--- config.mk ---
export PLATFORM = sky130hd
export DESIGN_NAME = pipeline_stall_ctrl
export DESIGN_NICKNAME = d
export VERILOG_FILES = /design/src/rtl/pipeline_stall_pkg.sv /design/src/rtl/pipeline_stall_ctrl_wait_tracker.sv /design/src/rtl/pipeline_stall_ctrl.sv
export SDC_FILE = /design/constraint.sdc
export NUM_CORES = 1
export LEC_CHECK = 0
export BUFFER_PORTS_ARGS = -buffer_cell sky130_fd_sc_hd__buf_2
export CORE_MARGIN = 10
export CORE_UTILIZATION = 56
export DETAILED_ROUTE_END_ITERATION = 7
export HOLD_SLACK_MARGIN = 0.1
export MAX_ROUTING_LAYER = met4
export PLACE_DENSITY = 0.89
export SLEW_MARGIN = 20
export SYNTH_ARGS = -nofsm -noshare
export SYNTH_HDL_FRONTEND = slang
export SYNTH_SLANG_ARGS = --single-unit
--- constraint.sdc ---
create_clock -name clk -period 2.8 [get_ports clk]
set_clock_uncertainty 0.05 [all_clocks]
set_input_delay 0.56 -clock clk [delete_from_list [all_inputs] [get_ports clk]]
set_output_delay 0.56 -clock clk [all_outputs]
set_load 0.02 [all_outputs]
--- src/rtl/pipeline_stall_pkg.sv ---
// Shared types for the pipeline stall / interrupt-entry controller.
package pipeline_stall_pkg;

  localparam int SRC_DMEM   = 0;
  localparam int SRC_MULDIV = 1;
  localparam int SRC_IMEM   = 2;
  localparam int NUM_SRC    = 3;

  typedef logic [NUM_SRC-1:0] src_vec_t;

  typedef enum logic [1:0] {
    IRQ_IDLE  = 2'd0,
    IRQ_DRAIN = 2'd1,
    IRQ_TAKE  = 2'd2,
    IRQ_COOL  = 2'd3
  } irq_state_t;

endpackage

--- src/rtl/pipeline_stall_ctrl_wait_tracker.sv ---
// Outstanding-wait tracker for one stall source: pending and abandon flags plus
// this source's contribution to the pipeline stall.
module wait_tracker
  import pipeline_stall_pkg::*;
#(
  parameter bit PULSE_REQ = 1'b0
) (
  input  logic clk,
  input  logic reset,
  input  logic req_i,
  input  logic ack_i,
  input  logic release_i,
  output logic stall_o
);

  logic pend_q, pend_d;
  logic abandon_q, abandon_d;
  logic eff_req;

  assign eff_req = req_i & ~abandon_q;
  assign stall_o = pend_q | (eff_req & ~ack_i);

  // A pulse source may retire one op and issue the next on the same edge;
  // a level source holds req through its ack cycle, so the ack must win there.
  always_comb begin
    if (PULSE_REQ) begin
      pend_d    = eff_req ? (pend_q | ~ack_i) : (pend_q & ~ack_i);
      abandon_d = 1'b0;
    end else begin
      pend_d    = pend_q ? ~ack_i : (eff_req & ~ack_i);
      abandon_d = abandon_q & req_i;
    end
    if (release_i && stall_o) begin
      pend_d    = 1'b0;
      abandon_d = 1'b1;
    end
  end

  always_ff @(posedge clk) begin
    if (reset) begin
      pend_q    <= 1'b0;
      abandon_q <= 1'b0;
    end else begin
      pend_q    <= pend_d;
      abandon_q <= abandon_d;
    end
  end

endmodule

--- src/rtl/pipeline_stall_ctrl.sv ---
// Pipeline freeze, watchdog release of hung waits, and interrupt-entry sequencing.
// IRQ_IDLE: free | IRQ_DRAIN: wait for stall to clear | IRQ_TAKE: entry strobe | IRQ_COOL: flush
module pipeline_stall_ctrl
  import pipeline_stall_pkg::*;
#(
  parameter int TIMEOUT_CYCLES = 255
) (
  input  logic               clk,
  input  logic               reset,
  input  logic               dmem_req,
  input  logic               dmem_ack,
  input  logic               imem_req,
  input  logic               imem_ack,
  input  logic               muldiv_start,
  input  logic               muldiv_done,
  input  logic               irq_pending,
  output logic               stall_pipl,
  output logic               issue_block,
  output logic               irq_take,
  output logic               bus_timeout,
  output logic [NUM_SRC-1:0] timeout_src
);

  localparam int CNT_W = $clog2(TIMEOUT_CYCLES + 1);

  src_vec_t         stall_vec;
  logic             any_ack;
  logic             fire;
  logic [CNT_W-1:0] wdog_q, wdog_d;
  irq_state_t       irq_state_q, irq_state_d;
  logic             bus_timeout_q;
  src_vec_t         timeout_src_q;

  wait_tracker #(.PULSE_REQ(1'b0)) u_dmem (
    .clk       (clk),
    .reset     (reset),
    .req_i     (dmem_req),
    .ack_i     (dmem_ack),
    .release_i (fire),
    .stall_o   (stall_vec[SRC_DMEM])
  );

  wait_tracker #(.PULSE_REQ(1'b1)) u_muldiv (
    .clk       (clk),
    .reset     (reset),
    .req_i     (muldiv_start),
    .ack_i     (muldiv_done),
    .release_i (fire),
    .stall_o   (stall_vec[SRC_MULDIV])
  );

  wait_tracker #(.PULSE_REQ(1'b0)) u_imem (
    .clk       (clk),
    .reset     (reset),
    .req_i     (imem_req),
    .ack_i     (imem_ack),
    .release_i (fire),
    .stall_o   (stall_vec[SRC_IMEM])
  );

  assign stall_pipl = |stall_vec;
  assign any_ack    = dmem_ack | muldiv_done | imem_ack;

  // Any completion shows the bus is alive, so it both resets and vetoes the watchdog.
  assign fire = stall_pipl & ~any_ack & (wdog_q == CNT_W'(TIMEOUT_CYCLES - 1));

  always_comb begin
    if (!stall_pipl || any_ack || fire) begin
      wdog_d = '0;
    end else begin
      wdog_d = wdog_q + CNT_W'(1);
    end
  end

  always_comb begin
    irq_state_d = irq_state_q;
    case (irq_state_q)
      IRQ_IDLE: begin
        if (irq_pending) begin
          irq_state_d = stall_pipl ? IRQ_DRAIN : IRQ_TAKE;
        end
      end
      IRQ_DRAIN: begin
        if (!irq_pending) begin
          irq_state_d = IRQ_IDLE;
        end else if (!stall_pipl) begin
          irq_state_d = IRQ_TAKE;
        end
      end
      IRQ_TAKE: irq_state_d = IRQ_COOL;
      IRQ_COOL: irq_state_d = IRQ_IDLE;
      default:  irq_state_d = IRQ_IDLE;
    endcase
  end

  always_ff @(posedge clk) begin
    if (reset) begin
      wdog_q        <= '0;
      irq_state_q   <= IRQ_IDLE;
      bus_timeout_q <= 1'b0;
      timeout_src_q <= '0;
    end else begin
      wdog_q        <= wdog_d;
      irq_state_q   <= irq_state_d;
      bus_timeout_q <= fire;
      if (fire) begin
        timeout_src_q <= stall_vec;
      end
    end
  end

  assign irq_take    = (irq_state_q == IRQ_TAKE);
  assign issue_block = (irq_state_q != IRQ_IDLE);
  assign bus_timeout = bus_timeout_q;
  assign timeout_src = timeout_src_q;

endmodule
==> summary.txt, run 1 <==
Status
  – Status: finished, final reports clean

Cells and area
  – Antenna diode count: 0
  – Area growth, synth to finish: 15.7%
  – Commonest non-fill, non-tap cell in the layout: dfxtp_1
  – Final Net Count: 123
  – Commonest cells after routing, fill and taps aside: 20 x dfxtp_1, 15 x buf_2, 8 x nor2_2, 7 x nor2_1, 6 x inv_1
  – Share of cells above drive strength 1: 31.5%

Synth
  – Library cells used by synthesis: 30
  – Seq/Total Area, Yosys: 45.3%
  – Syn_area_per_cell: about 9.4 µm²
  – Syn nets: roughly 110
  – Synthesized area: 885 µm²
  – Yosys Warn Count: 0
  – Flops & latches, synth: 20
  – Syn Inst Count: between 90 and 100

Floorplan
  – Die W: 59.7 µm
  – Ports: 16
  – Core area: 1510 µm²
  – Cell Rows: 14
  – Die Ht: 59.7 µm
  – DIE AREA: ~3600 µm²
  – Starting Density: 58.7%

Timing
  – Final setup viols: 0
  – Setup tns final: 0 ns
  – Max Freq: 441 MHz
  – Final hold violation count: 0
  – Slew Limit Fails: 0
  – Worst hold slack: ~0.4 ns
  – Slew HR: 70.9%
  – Final Cycle Share: between 80% and 90%
  – Crit path time final: 2.27 ns
  – Slew @ Worst Pin: 0.433 ns
  – RSZ-0062 raised after global routing: false

GRT
  – Wire length of the first global-routing pass: 2.88 mm
  – Initial antenna violation count: 0
  – Largest net degree at the start of global routing: 15
  – Vias in the first global route: 689
  – All-Layer GR Usage: between 10% and 20%
  – Gr ovfl total: 0

Placed design
  – GP Congestion: ~0.84
  – Post-DP HPWL: 1.38 mm
  – IO buf count: 15

Routing
  – Remaining routing DRC violations: 0
  – Uppermost layer routed: met4
  – Vias per cell: 5.47
  – Final antenna-violating net count: 0
  – Drt total wl: 1.74 mm
  – Pre-antenna DRT Iters: 4
  – Wire length per cell: 13.7 µm
  – Routed length on met1: 826 µm
  – Iter 0 DRT Violations: 27
  – Met2 wire length: ~780 µm
  – Vias: 695
  – Metal3 WL: 112 µm

Critical path
  – Startpoint types: flip-flop
  – WP data required: 2.19 ns
  – CP peak stage delay: about 0.43 ns
  – Reg2reg end: wdog_q[3]
  – CP cell instances: or3_1 > nor4_4 > inv_1 > buf_2
  – Reg2Reg Depth: 6
  – Crit path kind: flip-flop to output port
  – Levels on crit path: 4
  – Crit path launch: u_dmem.pend_q
  – Worst path bufs/invs: 2
  – Crit path max fanout: 7
  – CP max-delay cell: or3_1
  – Worst Path Arrival: 1.66 ns
  – Setup crit end kind: output port
  – Worst R2R Setup Slack: 0.98 ns
  – Reg2reg start: wdog_q[0]
  – Critical path endpoint: stall_pipl
  – Cell family with most CP delay: simple AND/OR/NAND/NOR gates

Power and ir drop
  – Peak supply drop: 445 µV
  – Cell Pwr Density: roughly 560 nW/µm²
  – Leakage power total: 0.000387 µW

Clock tree
  – CTS tree: built
  – Clk_lat worst skew: 0.30 ns
  – Clock Path Buffers: 2
  – Post-CTS sizing: 0
  – H-tree depth: 1
  – CTS root buffer: clkbuf_4
  – Post-CTS Setup Repair Bufs: 0
  – Cts hold-fix bufs: 0
  – Reg clk slew, reported paths: 0.11 ns
  – CTS sink count: 20
  – Num CTS Buffers: 3

Hold path
  – HP Class: primary input to flip-flop

Job
  – Max cap viols: 0
-- layout make-up --
cell class                      count  area [µm²]
Clock buffer                        3        22.5
Multi-Input combinational cell     66         453
Fill cell                         113         483
Tap cell                           16        20.0
Sequential cell                    20         400
Clock inverter                      1        30.0
Inverter                            6        22.5
Timing Repair Buffer               15        75.1
-- sequential cells by signal, summed over array words and instances, names as in the netlist --
signal / flops
u_imem.abandon_q: 1
irq_state_q: 2
u_dmem.abandon_q: 1
bus_timeout: 1
u_muldiv.pend_q: 1
u_imem.pend_q: 1
wdog_q: 8
timeout_src: 3
u_muldiv.abandon_q: 1
u_dmem.pend_q: 1
-- power by group --
group / leakage (µW) / internal, µW / switching [µW] / total (µW)
clock network: 0.0000279 / 145 / 88.0 / 233
registers: 0.000162 / 289 / 3.29 / 293
logic: 0.000197 / 20.3 / 29.1 / 49.4
total: 0.000387 / 454 / 120 / 575
-- worst min-delay path by stage --
stage	from	slack (ns)	endpoint	cells after the start
floorplan	wdog_q[0]	0.39	wdog_q[0]	1
global placement	timeout_src[2]	0.40	timeout_src[2]	2
detailed placement	wdog_q[0]	0.41	wdog_q[0]	1
CTS	dmem_ack	0.40	u_dmem.pend_q	2
global route	imem_ack	0.40	u_imem.pend_q	2
finish	dmem_ack	0.41	u_dmem.pend_q	2
-- stage by stage --
| stage | worst slack (ns) | util [%] | cell area (µm²) | power, µW | instances |
|---|---|---|---|---|---|
| floorplan | 0.901 | - | 885 | 331 | 94 |
| global placement | 0.696 | 64.5 | 971 | 346 | 123 |
| detailed placement | 0.653 | 64.5 | 971 | 348 | 123 |
| CTS | 0.523 | 67.9 | 1020 | 580 | 127 |
| global route | 0.377 | 67.9 | 1020 | 594 | 127 |
| finish | 0.532 | 67.9 | 1020 | 575 | 127 |
-- synthesized netlist by cell type --
master     count  share of area (%)
o21bai_1       1               0.85
a2111oi_2      1                1.7
nand3_1        3                1.7
xnor2_1        3                3.0
o31a_1         1               0.99
nor3_1         2                1.1
nor4_1         2                1.4
nand2b_1       3                2.1
nor2_1         7                3.0
ha_1           2                2.8
nand2_1        4                1.7
a21oi_1        4                2.3
nand4_1        1               0.71
buf_2          1               0.57
o21ai_1        4                2.3
or2_2          2                1.4
or4b_1         1                1.1
nor4_4         1                2.4
o21ba_1        1                1.1
clkbuf_1       1               0.42
or3_4          1                1.3
nor3b_2        3                4.2
xor2_1         2                2.0
dfxtp_1       20                 45
o21ai_0        1               0.57
or3_1          5                3.5
nor2_2         8                5.7
a31oi_1        2                1.4
inv_1          6                2.5
nor3b_1        1               0.85
-- kinds of logic (layout without fill, tap and decap cells) --
logic type | Yosys count | in the layout | synth area share [%]
flip-flops | 20 | 20 | 45.3
AO/OA/AOI/OAI | 15 | 15 | 11.2
buffers and inverters | 8 | 25 | 3.53
adder cells (fa/ha/maj) | 2 | 2 | 2.83
XOR/XNOR | 5 | 5 | 4.95
AND/OR/NAND/NOR | 44 | 44 | 32.2
-- layer usage --
layer  up-vias  track usage, %
met5         -               -
met4         0            3.85
met3         2            3.39
met2        12            16.3
met1       321            12.1
li1        360               -
Power figures use the tool's default switching activity.
==> inputs of run 2 (changes only) <==
--- a/config.mk
+++ b/config.mk
@@ -5,13 +5,14 @@
 export SDC_FILE = /design/constraint.sdc
 export NUM_CORES = 1
 export LEC_CHECK = 0
+export ABC_AREA = 1
 export BUFFER_PORTS_ARGS = -buffer_cell sky130_fd_sc_hd__buf_2
 export CORE_MARGIN = 10
-export CORE_UTILIZATION = 56
+export CORE_UTILIZATION = 47
 export DETAILED_ROUTE_END_ITERATION = 7
 export HOLD_SLACK_MARGIN = 0.1
 export MAX_ROUTING_LAYER = met4
-export PLACE_DENSITY = 0.89
+export PLACE_DENSITY = 0.81
 export SLEW_MARGIN = 20
 export SYNTH_ARGS = -nofsm -noshare
 export SYNTH_HDL_FRONTEND = slang
==> constraint.sdc (replaced) <==
create_clock -name clk -period 1.86 [get_ports clk]
set_clock_uncertainty 0.05 [all_clocks]
set_input_delay 0.372 -clock clk [delete_from_list [all_inputs] [get_ports clk]]
set_output_delay 0.372 -clock clk [all_outputs]
set_load 0.02 [all_outputs]
==> run 2 against run 1 <==
Design area shrank 0.73%. Wire length shrank 1.8%. Register-to-register slack lost 0.55 ns. Utilization shrank 9.7 points. Worst hold slack lost 0.14 ns. Critical path type unchanged. Critical endpoint unchanged. Largest cell class unchanged. Largest power group unchanged.
==> summary.txt, run 2 <==
Synth
  – Synthesized area: 878 µm² (-0.71%)
  – Seq/Total Area, Yosys: 45.6% (+0.32 points)
  – Syn_area_per_cell: 7.98 µm² (-15%)
  – Fraction of registers with async set/reset: 0% (unchanged)
  – Library cells used by synthesis: 21 (-30%)
  – Area leader, netlist: dfxtp_1
  – Syn Inst Count: 110 (+17%)
  – Syn nets: 121 (+15%)
  – Flops & latches, synth: 20 (unchanged)
  – Top FF cell, synth: dfxtp_1
  – Most common cell in the netlist: dfxtp_1
  – Yosys Warn Count: 0 (unchanged)
  – Commonest cells in the netlist: 20 x dfxtp_1, 18 x nand2_1, 15 x inv_1, 15 x nor2_1, 9 x nand3_1
  – Ranking of synthesized cells by area: dfxtp_1 46%, nand2_1 7.7%, inv_1 6.4%
  – Post-synth EDFFs: 0 (unchanged)
  – Post-synth top area share: 45.6% (+0.32 points)

Placed design
  – GP Congestion: 0.769 (-8.7%)
  – Placed insts: 149 (+21%)
  – IO buf count: 15 (unchanged)
  – Post-DP HPWL: 1.35 mm (-1.7%)

Clock tree
  – Clk_lat worst skew: 0.30 ns (about the same)
  – Clock Path Buffers: 2 (unchanged)
  – Cts hold-fix bufs: 0 (unchanged)
  – Reg clk slew, reported paths: 0.12 ns (about the same)
  – Post-CTS Setup Repair Bufs: 0 (unchanged)
  – CTS root buffer: clkbuf_4
  – Num CTS Buffers: 3 (unchanged)
  – CTS tree: built
  – H-tree depth: 1 (unchanged)
  – CTS sink count: 20 (unchanged)
  – Post-CTS sizing: 0 (unchanged)

Power and ir drop
  – P_sw: 187 µW (+55%)
  – Clk pwr share: 32.6% (-7.9 points)
  – Leakage power total: 0.000463 µW (+20%)
  – Peak supply drop: 407 µV (-8.4%)
  – Switching share of total power: 24.3% (+3.3 points)
  – Sequential power share: 57.0% (+6.1 points)
  – Comb pwr share: 10.4% (+1.8 points)
  – Internal power: 583 µW (+28%)
  – Cell Pwr Density: 758 nW/µm² (+35%)

Routing
  – Remaining routing DRC violations: 0 (unchanged)
  – Vias: 732 (+5.3%)
  – Iter 0 DRT Violations: 13 (-52%)
  – Wire length per cell: 11.2 µm (-19%)
  – Vias per cell: 4.78 (-13%)
  – Drt total wl: 1.71 mm (-1.8%)
  – Pre-antenna DRT Iters: 4 (unchanged)
  – Final antenna-violating net count: 0 (unchanged)

Floorplan
  – DIE AREA: 4000 µm² (+12%)
  – Cell Rows: 15 (+1)
  – Die W: 63.2 µm (+5.8%)
  – Core area: 1750 µm² (+16%)
  – Starting Density: 50.3% (-8.4 points)
  – Ports: 16 (unchanged)
  – Die Ht: 63.2 µm (+5.8%)

Timing
  – Final Cycle Share: 89.9%
  – Setup tns final: 0 ns (unchanged)
  – Slew Limit Fails: 0 (unchanged)
  – Max Freq: approximately 600 MHz
  – Final setup viols: 0 (unchanged)
  – Slew @ Worst Pin: 0.304 ns (-0.129 ns)
  – Crit path time final: 1.67 ns
  – RSZ-0062 raised after global routing: false
  – Slew HR: 79.6% (+8.7 points)
  – Final hold violation count: 0 (unchanged)

Job
  – Max cap viols: 0 (unchanged)

GRT
  – Gr ovfl total: 0 (unchanged)
  – Vias in the first global route: 718 (+4.2%)
  – Largest net degree at the start of global routing: 12 (-3)
  – Wire length of the first global-routing pass: 2.81 mm (-2.6%)
  – All-Layer GR Usage: 8.59% (-1.8 points)
  – Initial antenna violation count: 0 (unchanged)

Cells and area
  – Largest register FFs: 8 (unchanged)
  – Area growth, synth to finish: 15.7% (about the same)
  – Finished Layout Cells: 153 (+20%)
  – Largest Register: wdog_q
  – Commonest non-fill, non-tap cell in the layout: dfxtp_1
  – Antenna diode count: 0 (unchanged)
  – Final Net Count: 140 (+14%)
  – Commonest cells after routing, fill and taps aside: 20 x dfxtp_1, 18 x nand2_1, 15 x inv_1, 15 x nor2_1, 15 x buf_2
  – Share of cells above drive strength 1: 24.2% (-7.3 points)
  – # fillers: 168 (+49%)

Critical path
  – CP cell instances: inv_1 > nand2_1 > nand2_1 > nand2_1 > nand3_4 > buf_2
  – Setup crit end kind: output port
  – Crit path max fanout: 7 (unchanged)
  – Reg2Reg Depth: 7 (+1)
  – CP peak stage delay: 0.35 ns (-0.08 ns)
  – Startpoint types: flip-flop
  – WP data required: 1.44 ns (-0.75 ns)
  – Crit path kind: flip-flop to output port
  – CP dominant cell by count: nand2_1
  – Worst Path Arrival: 1.25 ns (-0.41 ns)
  – CP max-delay cell: dfxtp_1

Hold path
  – WHS Path Cells: 3 (+1)
  – HP Class: primary input to flip-flop

Status
  – Status: finished, final reports clean
-- run 2: cell types whose count changed in the layout (fill, tap and decap cells not counted), sizes merged, moves of 3 or more --
cell / delta
nand2: +16
inv: +13
nand3: +9
or3: -6
nor3b: -4
o21ai: -4
a21oi: +3
nand2b: -3
nor4: -3
-- run 2: area by class of cell --
class	instances	area [µm²]	area share, %
clock buffer	4	36.3	3.57
inverter	19	71.3	7.02
tap	25	31.3	3.08
timing repair buffer	15	75.1	7.39
sequential	20	400	39.4
multi-input combinational	70	402	39.5
-- run 2: power groups by stage --
stage          clock, µW  combinational [µW]  sequential (µW)
2_1_floorplan          0                54.2              448
3_3_place_gp           0                75.9              448
3_5_place_dp           0                79.3              449
4_1_cts              260                80.1              439
5_1_grt              277                89.2              439
6_report             252                80.1              439
-- run 2: cells by family (layout without fill, tap and decap cells) --
logic type	Yosys count	after routing	share of synthesized area, %
fa+ha+maj	2	2	2.85
simple gates	54	54	32.3
compound gates	8	8	4.56
flops	20	20	45.6
buf+inv	20	38	8.69
xor+xnor	6	6	5.98
-- run 2: path summary, 6_finish.rpt --
path                         start               end  slack, ns
setup reg to reg         wdog_q[0]    timeout_src[1]       0.43
setup / recovery  u_imem.abandon_q        stall_pipl       0.19
hold reg to reg          wdog_q[0]         wdog_q[0]       0.42
hold / removal            dmem_req  u_dmem.abandon_q       0.27
-- run 2: stage by stage --
stage	power (µW)	setup slack (ns)	instance area, µm²	utilization, %	hold WS (ns)
floorplan	502	0.622	878	-	0.380
global placement	524	0.425	980	56.1	0.395
detailed placement	528	0.396	980	56.1	0.403
CTS	779	0.179	1020	58.2	0.262
global route	806	0.0962	1020	58.2	0.279
finish	770	0.188	1020	58.2	0.269
-- run 2: worst max-delay path, delay by kind of cell (launching register included) --
kind,cells,cell delay [ns]
DFF,1,0.35
and+or+nand+nor,4,0.37
buffers and inverters,2,0.22
-- run 2: routing by layer --
metal / up-vias / GRT usage, % / wire [µm]
li1: 379 / - / -
met1: 334 / 8.77 / 763
met2: 15 / 14.5 / 848
met3: 4 / 3.00 / 67
met4: 0 / 4.10 / 27
met5: - / - / 0
